### src/rtl/mem_io_bridge_if.sv
// Processor data-memory port as seen by the bridge, plus the block-RAM port it drives.
interface mem_io_bridge_if;
  logic [15:0] cpuAddr;
  logic        cpuWe;
  logic [15:0] cpuWdata;
  logic [15:0] cpuRdata;
  logic [15:0] ramAddr;
  logic        ramWe;
  logic [15:0] ramWdata;
  logic [15:0] ramRdata;

  modport master (
    output cpuAddr, cpuWe, cpuWdata, ramRdata,
    input  cpuRdata, ramAddr, ramWe, ramWdata
  );

  modport slave (
    input  cpuAddr, cpuWe, cpuWdata, ramRdata,
    output cpuRdata, ramAddr, ramWe, ramWdata
  );
endinterface

### src/rtl/mem_io_bridge.sv
// Decodes processor data accesses to block RAM or a page of memory-mapped I/O
// (LEDs, switches, button edge capture, prescaled timer) with 1-cycle read latency.
module mem_io_bridge #(
  parameter logic [15:0] IO_BASE   = 16'hFF00,
  parameter int unsigned LED_WIDTH = 10,
  parameter int unsigned SW_WIDTH  = 10,
  parameter int unsigned BTN_WIDTH = 4
) (
  input  logic                 clk,
  input  logic                 reset,
  mem_io_bridge_if.slave       bus,
  input  logic [SW_WIDTH-1:0]  sw,
  input  logic [BTN_WIDTH-1:0] btn,
  output logic [LED_WIDTH-1:0] led,
  output logic                 timerIrq
);

  typedef enum logic [7:0] {
    OFF_LED  = 8'h00,
    OFF_SW   = 8'h01,
    OFF_BTN  = 8'h02,
    OFF_CNT  = 8'h03,
    OFF_PRE  = 8'h04,
    OFF_CTRL = 8'h05
  } io_off_e;

  logic [LED_WIDTH-1:0] led_q, led_d;
  logic [SW_WIDTH-1:0]  sw_s1_q, sw_s2_q;
  logic [BTN_WIDTH-1:0] btn_s1_q, btn_s2_q, btn_s3_q;
  logic [BTN_WIDTH-1:0] edge_q, edge_d;
  logic [15:0]          count_q, count_d;
  logic [15:0]          prescale_q, prescale_d;
  logic [15:0]          pre_cnt_q, pre_cnt_d;
  logic                 enable_q, enable_d;
  logic                 ovf_q, ovf_d;
  logic                 selIo_q;
  logic [15:0]          ioRdata_q, io_rd;

  logic    isIo, wr, tick;
  io_off_e off;

  assign isIo = (bus.cpuAddr[15:8] == IO_BASE[15:8]);
  assign off  = io_off_e'(bus.cpuAddr[7:0]);
  assign wr   = bus.cpuWe & isIo;
  assign tick = enable_q && (pre_cnt_q == prescale_q);

  assign bus.ramAddr  = bus.cpuAddr;
  assign bus.ramWe    = bus.cpuWe & ~isIo;
  assign bus.ramWdata = bus.cpuWdata;
  assign bus.cpuRdata = selIo_q ? ioRdata_q : bus.ramRdata;
  assign led          = led_q;
  assign timerIrq     = ovf_q;

  // Mux reads current register contents, so a same-cycle write is not visible yet.
  always_comb begin
    io_rd = '0;
    case (off)
      OFF_LED:  io_rd[LED_WIDTH-1:0] = led_q;
      OFF_SW:   io_rd[SW_WIDTH-1:0]  = sw_s2_q;
      OFF_BTN:  io_rd[BTN_WIDTH-1:0] = edge_q;
      OFF_CNT:  io_rd = count_q;
      OFF_PRE:  io_rd = prescale_q;
      OFF_CTRL: io_rd[1:0] = {ovf_q, enable_q};
      default:  io_rd = '0;
    endcase
  end

  always_comb begin
    led_d      = led_q;
    edge_d     = edge_q;
    count_d    = count_q;
    prescale_d = prescale_q;
    pre_cnt_d  = pre_cnt_q;
    enable_d   = enable_q;
    ovf_d      = ovf_q;

    if (wr && off == OFF_LED) led_d = bus.cpuWdata[LED_WIDTH-1:0];

    // New edges are OR-ed in after the W1C mask so a simultaneous set survives.
    if (wr && off == OFF_BTN) edge_d = edge_q & ~bus.cpuWdata[BTN_WIDTH-1:0];
    edge_d = edge_d | (btn_s2_q & ~btn_s3_q);

    if (wr && off == OFF_PRE) prescale_d = bus.cpuWdata;

    if (wr && off == OFF_PRE)  pre_cnt_d = '0;
    else if (enable_q)         pre_cnt_d = tick ? '0 : pre_cnt_q + 16'd1;

    if (wr && off == OFF_CNT)  count_d = bus.cpuWdata;
    else if (tick)             count_d = count_q + 16'd1;

    if (wr && off == OFF_CTRL) begin
      enable_d = bus.cpuWdata[0];
      if (bus.cpuWdata[2]) ovf_d = 1'b0;
    end
    if (tick && !(wr && off == OFF_CNT) && count_q == 16'hFFFF) ovf_d = 1'b1;
  end

  always_ff @(posedge clk or negedge reset) begin
    if (!reset) begin
      led_q      <= '0;
      sw_s1_q    <= '0;
      sw_s2_q    <= '0;
      btn_s1_q   <= '0;
      btn_s2_q   <= '0;
      btn_s3_q   <= '0;
      edge_q     <= '0;
      count_q    <= '0;
      prescale_q <= '0;
      pre_cnt_q  <= '0;
      enable_q   <= 1'b0;
      ovf_q      <= 1'b0;
      selIo_q    <= 1'b1;
      ioRdata_q  <= '0;
    end else begin
      led_q      <= led_d;
      sw_s1_q    <= sw;
      sw_s2_q    <= sw_s1_q;
      btn_s1_q   <= btn;
      btn_s2_q   <= btn_s1_q;
      btn_s3_q   <= btn_s2_q;
      edge_q     <= edge_d;
      count_q    <= count_d;
      prescale_q <= prescale_d;
      pre_cnt_q  <= pre_cnt_d;
      enable_q   <= enable_d;
      ovf_q      <= ovf_d;
      selIo_q    <= isIo;
      ioRdata_q  <= io_rd;
    end
  end

endmodule

### src/flat_wrapper.sv
// flat-port wrapper written by rule: the top's interface ports become plain ports
module mem_io_bridge_flat 
#(
  parameter logic [15:0] IO_BASE   = 16'hFF00,
  parameter int unsigned LED_WIDTH = 10,
  parameter int unsigned SW_WIDTH  = 10,
  parameter int unsigned BTN_WIDTH = 4
)
  (clk, reset, sw, btn, led, timerIrq, bus_cpuAddr, bus_cpuWe, bus_cpuWdata, bus_ramRdata, bus_cpuRdata, bus_ramAddr, bus_ramWe, bus_ramWdata);
  mem_io_bridge_if bus_i ();
  input  logic clk;
  input  logic reset;
  input  logic [SW_WIDTH-1:0] sw;
  input  logic [BTN_WIDTH-1:0] btn;
  output logic [LED_WIDTH-1:0] led;
  output logic timerIrq;
  input wire logic [$bits(bus_i.cpuAddr)-1:0] bus_cpuAddr;
  input wire logic [$bits(bus_i.cpuWe)-1:0] bus_cpuWe;
  input wire logic [$bits(bus_i.cpuWdata)-1:0] bus_cpuWdata;
  input wire logic [$bits(bus_i.ramRdata)-1:0] bus_ramRdata;
  output wire logic [$bits(bus_i.cpuRdata)-1:0] bus_cpuRdata;
  output wire logic [$bits(bus_i.ramAddr)-1:0] bus_ramAddr;
  output wire logic [$bits(bus_i.ramWe)-1:0] bus_ramWe;
  output wire logic [$bits(bus_i.ramWdata)-1:0] bus_ramWdata;
  assign bus_i.cpuAddr = bus_cpuAddr;
  assign bus_i.cpuWe = bus_cpuWe;
  assign bus_i.cpuWdata = bus_cpuWdata;
  assign bus_i.ramRdata = bus_ramRdata;
  assign bus_cpuRdata = bus_i.cpuRdata;
  assign bus_ramAddr = bus_i.ramAddr;
  assign bus_ramWe = bus_i.ramWe;
  assign bus_ramWdata = bus_i.ramWdata;
  mem_io_bridge #(.IO_BASE(IO_BASE), .LED_WIDTH(LED_WIDTH), .SW_WIDTH(SW_WIDTH), .BTN_WIDTH(BTN_WIDTH)) u_core (.clk(clk), .reset(reset), .bus(bus_i), .sw(sw), .btn(btn), .led(led), .timerIrq(timerIrq));
endmodule
### config.mk
export PLATFORM = sky130hd
export DESIGN_NAME = mem_io_bridge_flat
export DESIGN_NICKNAME = d
export VERILOG_FILES = /design/src/rtl/mem_io_bridge_if.sv /design/src/rtl/mem_io_bridge.sv /design/src/flat_wrapper.sv
export SDC_FILE = /design/constraint.sdc
export NUM_CORES = 1
export LEC_CHECK = 0
export CORE_ASPECT_RATIO = 0.8
export CORE_MARGIN = 1.5
export CORE_UTILIZATION = 50
export DETAILED_ROUTE_END_ITERATION = 8
export PLACE_DENSITY = 0.82
export SLEW_MARGIN = 5
export SYNTH_ARGS = -nofsm -noshare
export SYNTH_HDL_FRONTEND = slang
export SYNTH_SLANG_ARGS = --single-unit
### constraint.sdc
create_clock -name clk -period 2.9 [get_ports clk]
set_input_delay 0.58 -clock clk [delete_from_list [all_inputs] [get_ports clk]]
set_output_delay 0.58 -clock clk [all_outputs]
set_load 0.02 [all_outputs]
-- Word level (Yosys, flattened, before mapping)
Cells that the tools add are included.
Widths: inputs -> output; s select.
- word-level logic and storage cells: 61
- output and inout port bits: 60
- input port bits: 65
- flip-flop bits (word level): 113
- reductions and logical operators: 15
- equality and inequality tests: 8
- add/sub/neg operators: 2
- muxes and demuxes: 14
- bitwise logic cells: 8
- operator list (cell ; number):
    $mux 16 ; 6
    $add 16x1->16 const B ; 2
    $pmux 6 s4 ; 1
    $eq 16x16->1 ; 1
    $eq 16x16->1 const B ; 1
    $eq 8x2->1 const B ; 2
    $eq 8x3->1 const B ; 2
    $pmux 2 s6 ; 1
    $pmux 6 s2 ; 1
    $pmux 2 s5 ; 1
    $and 4x4->4 ; 2
    $eq 8x1->1 const B ; 1
    $eq 8x8->1 const B ; 1
    $logic_and 1x1->1 ; 8
    $logic_not 8->1 ; 1
    $not 4->4 ; 2
    $reduce_bool 2->1 ; 4
    $mux 4 ; 1
    $or 4x4->4 ; 1
    $mux 1 ; 3
    $and 1x1->1 ; 2
    $reduce_and 2->1 ; 1
    $logic_not 1->1 ; 1
    $not 1->1 ; 1

-- Logic depth before layout (Yosys ltp)
Gate-level depths: netlist (run 1).
- word-level depth: 8
- gate-level depth with buffers: 8
- gate-level depth less buffers: 6

-- Least setup slack after synthesis (run 1)
OpenSTA, ideal clock, no wires.
- kind: input to register
- start point: input bus_cpuAddr[5]
- end point: register u_core.count_q[14]
- path buffers: 2
- library setup time: 125 ps
- arrival: 2308 ps
- path slack: 467 ps
- stages: 7
- path through: or4_4 > nor3_1 > and3_1 > buf_2 > and2_1 > buf_4 > mux2_2
- longest elaborated chain between the ends: 3
- RTL lines (element ; RTL line ; text):
    from (decl) ; flat_wrapper.sv:17 ; input wire logic [$bits(bus_i.cpuAddr)-1:0] bus_cpuAddr;
    $eq 8x2->1 * ; mem_io_bridge.sv:88 ; if (wr && off == OFF_CNT) count_d = bus.cpuWdata;
    $logic_and 1x1->1 * ; mem_io_bridge.sv:88 ;
    $mux 16 / $reduce_bool 2->1 (equally long branches) ; - ;
    to (signal assigned) ; mem_io_bridge.sv:122 ; count_q <= count_d;
    to (decl) ; mem_io_bridge.sv:31 ; logic [15:0] count_q, count_d;
Mark *: on every way between the ends. The rest lies on a longest branch, timed or not.
A chain may end at the register's enable or synchronous reset.

-- Final worst setup path (run 1)
- start point: register u_core.selIo_q
- end point: output bus_cpuRdata[13]
- longest elaborated chain between the ends: 1
- RTL lines (element ; RTL line ; text):
    from (decl) ; mem_io_bridge.sv:36 ; logic selIo_q;
    from (signal assigned) ; mem_io_bridge.sv:127 ; selIo_q <= isIo;
    $mux 16 ; mem_io_bridge.sv:50 ; assign bus.cpuRdata = selIo_q ? ioRdata_q : bus.ramRdata;
    to (decl) ; flat_wrapper.sv:21 ; output wire logic [$bits(bus_i.cpuRdata)-1:0] bus_cpuRdata;
Every way passes these cells.

==> key figures, run 1 <==
Status
  • Status: finished, final reports clean

Clock tree
  • Cts bufs inserted: 17
  • PostCTS Resize Cnt: 0
  • Post-CTS setup buffers: 0
  • Hold Buf Count CTS: 0
  • CTS tree: built
  • # clock sinks: 113
  • H-tree level count: 4
  • Reg clk slew, reported paths: 0.06 ns
  • Clock Tree Root: clkbuf_16
  • Deepest clock path buffer count: 2
  • Clk_lat worst skew: 0.42 ns

Critical path
  • Maximum fanout along the worst path: 16
  • Critical path type: reg -> out
  • Worst path required time: 2.32 ns
  • FF-to-FF Start: u_core.pre_cnt_q[3]
  • Max stage delay on crit path: 0.85 ns
  • Critical path launch point type: flip-flop
  • CP max stage cell: dfstp_2
  • Buffer and inverter count on the worst path: 1
  • CP Capture Type: output port
  • Reg2reg setup slack: 0.39 ns
  • R2R Path End: u_core.count_q[7]
  • Worst path cell trace: mux2_2 > clkdlybuf4s50_1
  • Worst EP arrival: 2.21 ns
  • Reg2Reg Depth: 7
  • Top Family by Delay on Critical Path: flip-flops

Power and ir drop
  • Pwr per Cell Area: 592.7 mW/mm^2
  • Static Leakage: 3.082 nW
  • VDD IR max: 0.4624 mV

STA
  • Slew Limit Fails: 0
  • RSZ-0062 raised after global routing: no
  • Final hold violation count: 0
  • Tcrit/Tclk final: 96.22%
  • Setup TNS: 0 ns
  • Fmax: 0.3584 GHz
  • Clock Skew: 0.01026 ns
  • Final Setup Violations: 0
  • Worst slew pin tran: 0.5801 ns
  • Max-slew headroom: 60.97%
  • Post-layout minimum cycle time: 2.790 ns

Placement
  • Post-DP Area: 0.006590 sq mm
  • PortBufs: 124
  • GPL Wtd Cong: 0.9132
  • DP HPWL: 9.201 mm

Global routing
  • Vias in the first global route: 4383
  • Largest net degree at the start of global routing: 46
  • Global-route wire length before repair: 22.04 mm
  • Initial antenna violation count: 0
  • Tot GR Track Use: 25.84%
  • Grt total ovfl: 0

Synthesis
  • Most instantiated cells after synthesis: dfrtp_1 (112), nand2_1 (48), mux2_2 (45)
  • Seq/Total Area, Yosys: 53.23%
  • Post-Syn Area: 0.005315 sq mm
  • Dominant cell by count in the synthesized netlist: dfrtp_1
  • Post-Syn Instances: 470
  • Ys Warns: 0
  • Syn_area_per_cell: 11.31 sq um
  • Syn Nets: 537
  • Netlist cell types: 45
  • Share of the synthesized area in the top cell type: 52.73%
  • Seq cells post-synth: 113
  • Post-synth EDFFs: 0
  • Post-synth top area cell: dfrtp_1
  • Post-synth top flop: dfrtp_1
  • Synth area leaders: dfrtp_1 (53%), mux2_2 (9.5%), buf_4 (4.8%)
  • Post-synth ARST share: 100.0%

Die
  • Placement Rows: 33
  • Ports: 125
  • Die height: 95.22 um
  • Initial core utilization: 51.70%
  • CORE AREA: 0.01028 sq mm
  • Die X: 118.3 um
  • Die area: 0.01126 sq mm

Min path
  • Tightest Hold Check Type: in -> async

Cells and area
  • Layout cell share with drive strength beyond 1: 17.98%
  • N_diodes: 0
  • Design Area, Final: 0.007176 sq mm
  • # nets final: 649
  • FF+latch area: 0.002829 sq mm
  • Footprint of the multi-input gates: 0.002145 sq mm
  • Filler Cell Count: 700
  • Area delta synth->final: 35.00%

Drt
  • Antenna Nets Post-Route: 0
  • DRT iter0 DRCs: 314
  • Vias per cell: 5.687
  • WL final: 13.48 mm
  • Drt drc: 0
  • Vias post-DR: 4180
  • First-pass detailed-route iteration total: 7
  • Detailed-route wire length per cell: 18.34 um

Job
  • Max Cap Viol: 0
layer usage:
layer	up-vias	wire length [um]	track usage, %
li1	1850	-	-
met1	2120	5534	31.44
met2	171	6749	43.22
met3	39	761	5.622
met4	0	434	15.04
met5	-	0	0
sequential cells by signal (all words and copies together) (netlist names):
signal             flops
u_core.btn_s1_q        4
u_core.btn_s2_q        4
u_core.btn_s3_q        4
u_core.count_q        16
u_core.edge_q          4
u_core.enable_q        1
u_core.ioRdata_q      16
u_core.led            10
u_core.pre_cnt_q      16
u_core.prescale_q     16
u_core.selIo_q         1
u_core.sw_s1_q        10
u_core.sw_s2_q        10
u_core.timerIrq        1
cell type report:
type / instances / area share, %
multi-input combinational: 300 / 29.89
tap: 140 / 2.441
inverter: 8 / 0.4185
clock inverter: 14 / 2.040
clock buffer: 18 / 6.120
sequential: 113 / 39.42
timing repair buffer: 142 / 19.67
through the flow:
stage               power, W  hold slack, ns  cells  worst slack, ns  util [%]
finish              0.004253          0.1701    735           0.1097     69.79
global route        0.004413          0.2175    735          0.03872     69.79
global placement    0.002194          0.3312    703          0.09724     64.10
detailed placement  0.002215          0.3355    703          0.05175     64.10
floorplan           0.001987          0.2844    470           0.4671         -
CTS                 0.004280          0.1848    735          0.06476     69.79
worst max-delay path by stage:
stage / start / to / slack (ns) / cells after the start
after floorplan: bus_cpuAddr[5] / u_core.count_q[14] / 0.47 / 7
after global placement: bus_cpuAddr[5] / u_core.count_q[14] / 0.1 / 7
after detailed placement: bus_cpuAddr[5] / u_core.count_q[14] / 0.05 / 7
after CTS: u_core.selIo_q / bus_cpuRdata[13] / 0.06 / 2
after global routing: u_core.selIo_q / bus_cpuRdata[5] / 0.04 / 2
final: u_core.selIo_q / bus_cpuRdata[13] / 0.11 / 2
kinds of logic (layout without fill, tap and decap cells):
logic type	count (synthesis)	in the layout	share of synthesized area, %
muxes	48	48	10.10
DFF	113	113	53.23
adders and majority gates	2	2	0.4707
buffers and inverters	57	182	6.544
xor gates and xnor gates	42	42	6.921
AOI/OAI and AO/OA	47	47	6.403
and+or+nand+nor	161	161	16.34
cells in the final DEF (no fill, tap or decap), drive strengths merged, types with 5 or more instances in the layout:
cell,count
dfrtp,112
nor4,7
xor2,21
nand2,49
a22o,10
a22oi,14
and4,5
nand3,19
clkdlybuf4s50,123
and2,8
clkbuf,18
inv,16
nand4,16
nor3,10
buf,19
nor2,26
xnor2,21
o21ai,15
and3,10
mux2,45
report_power, final:
| group | internal, W | switching, W | total (W) |
|---|---|---|---|
| sequential | 0.00164 | 0.0000852 | 0.00173 |
| combinational | 0.000234 | 0.000238 | 0.000472 |
| clock | 0.00123 | 0.000822 | 0.00205 |
| total | 0.00311 | 0.00115 | 0.00425 |
No activity file was read; power rests on OpenSTA's default activity.
==> inputs of run 2 (changes only) <==
--- a/config.mk
+++ b/config.mk
@@ -14,3 +14,4 @@
 export SYNTH_ARGS = -nofsm -noshare
 export SYNTH_HDL_FRONTEND = slang
 export SYNTH_SLANG_ARGS = --single-unit
+export TNS_END_PERCENT = 50
==> results of run 2 <==
Same layout as run 1: the final DEF is identical, and so are final timing and power.
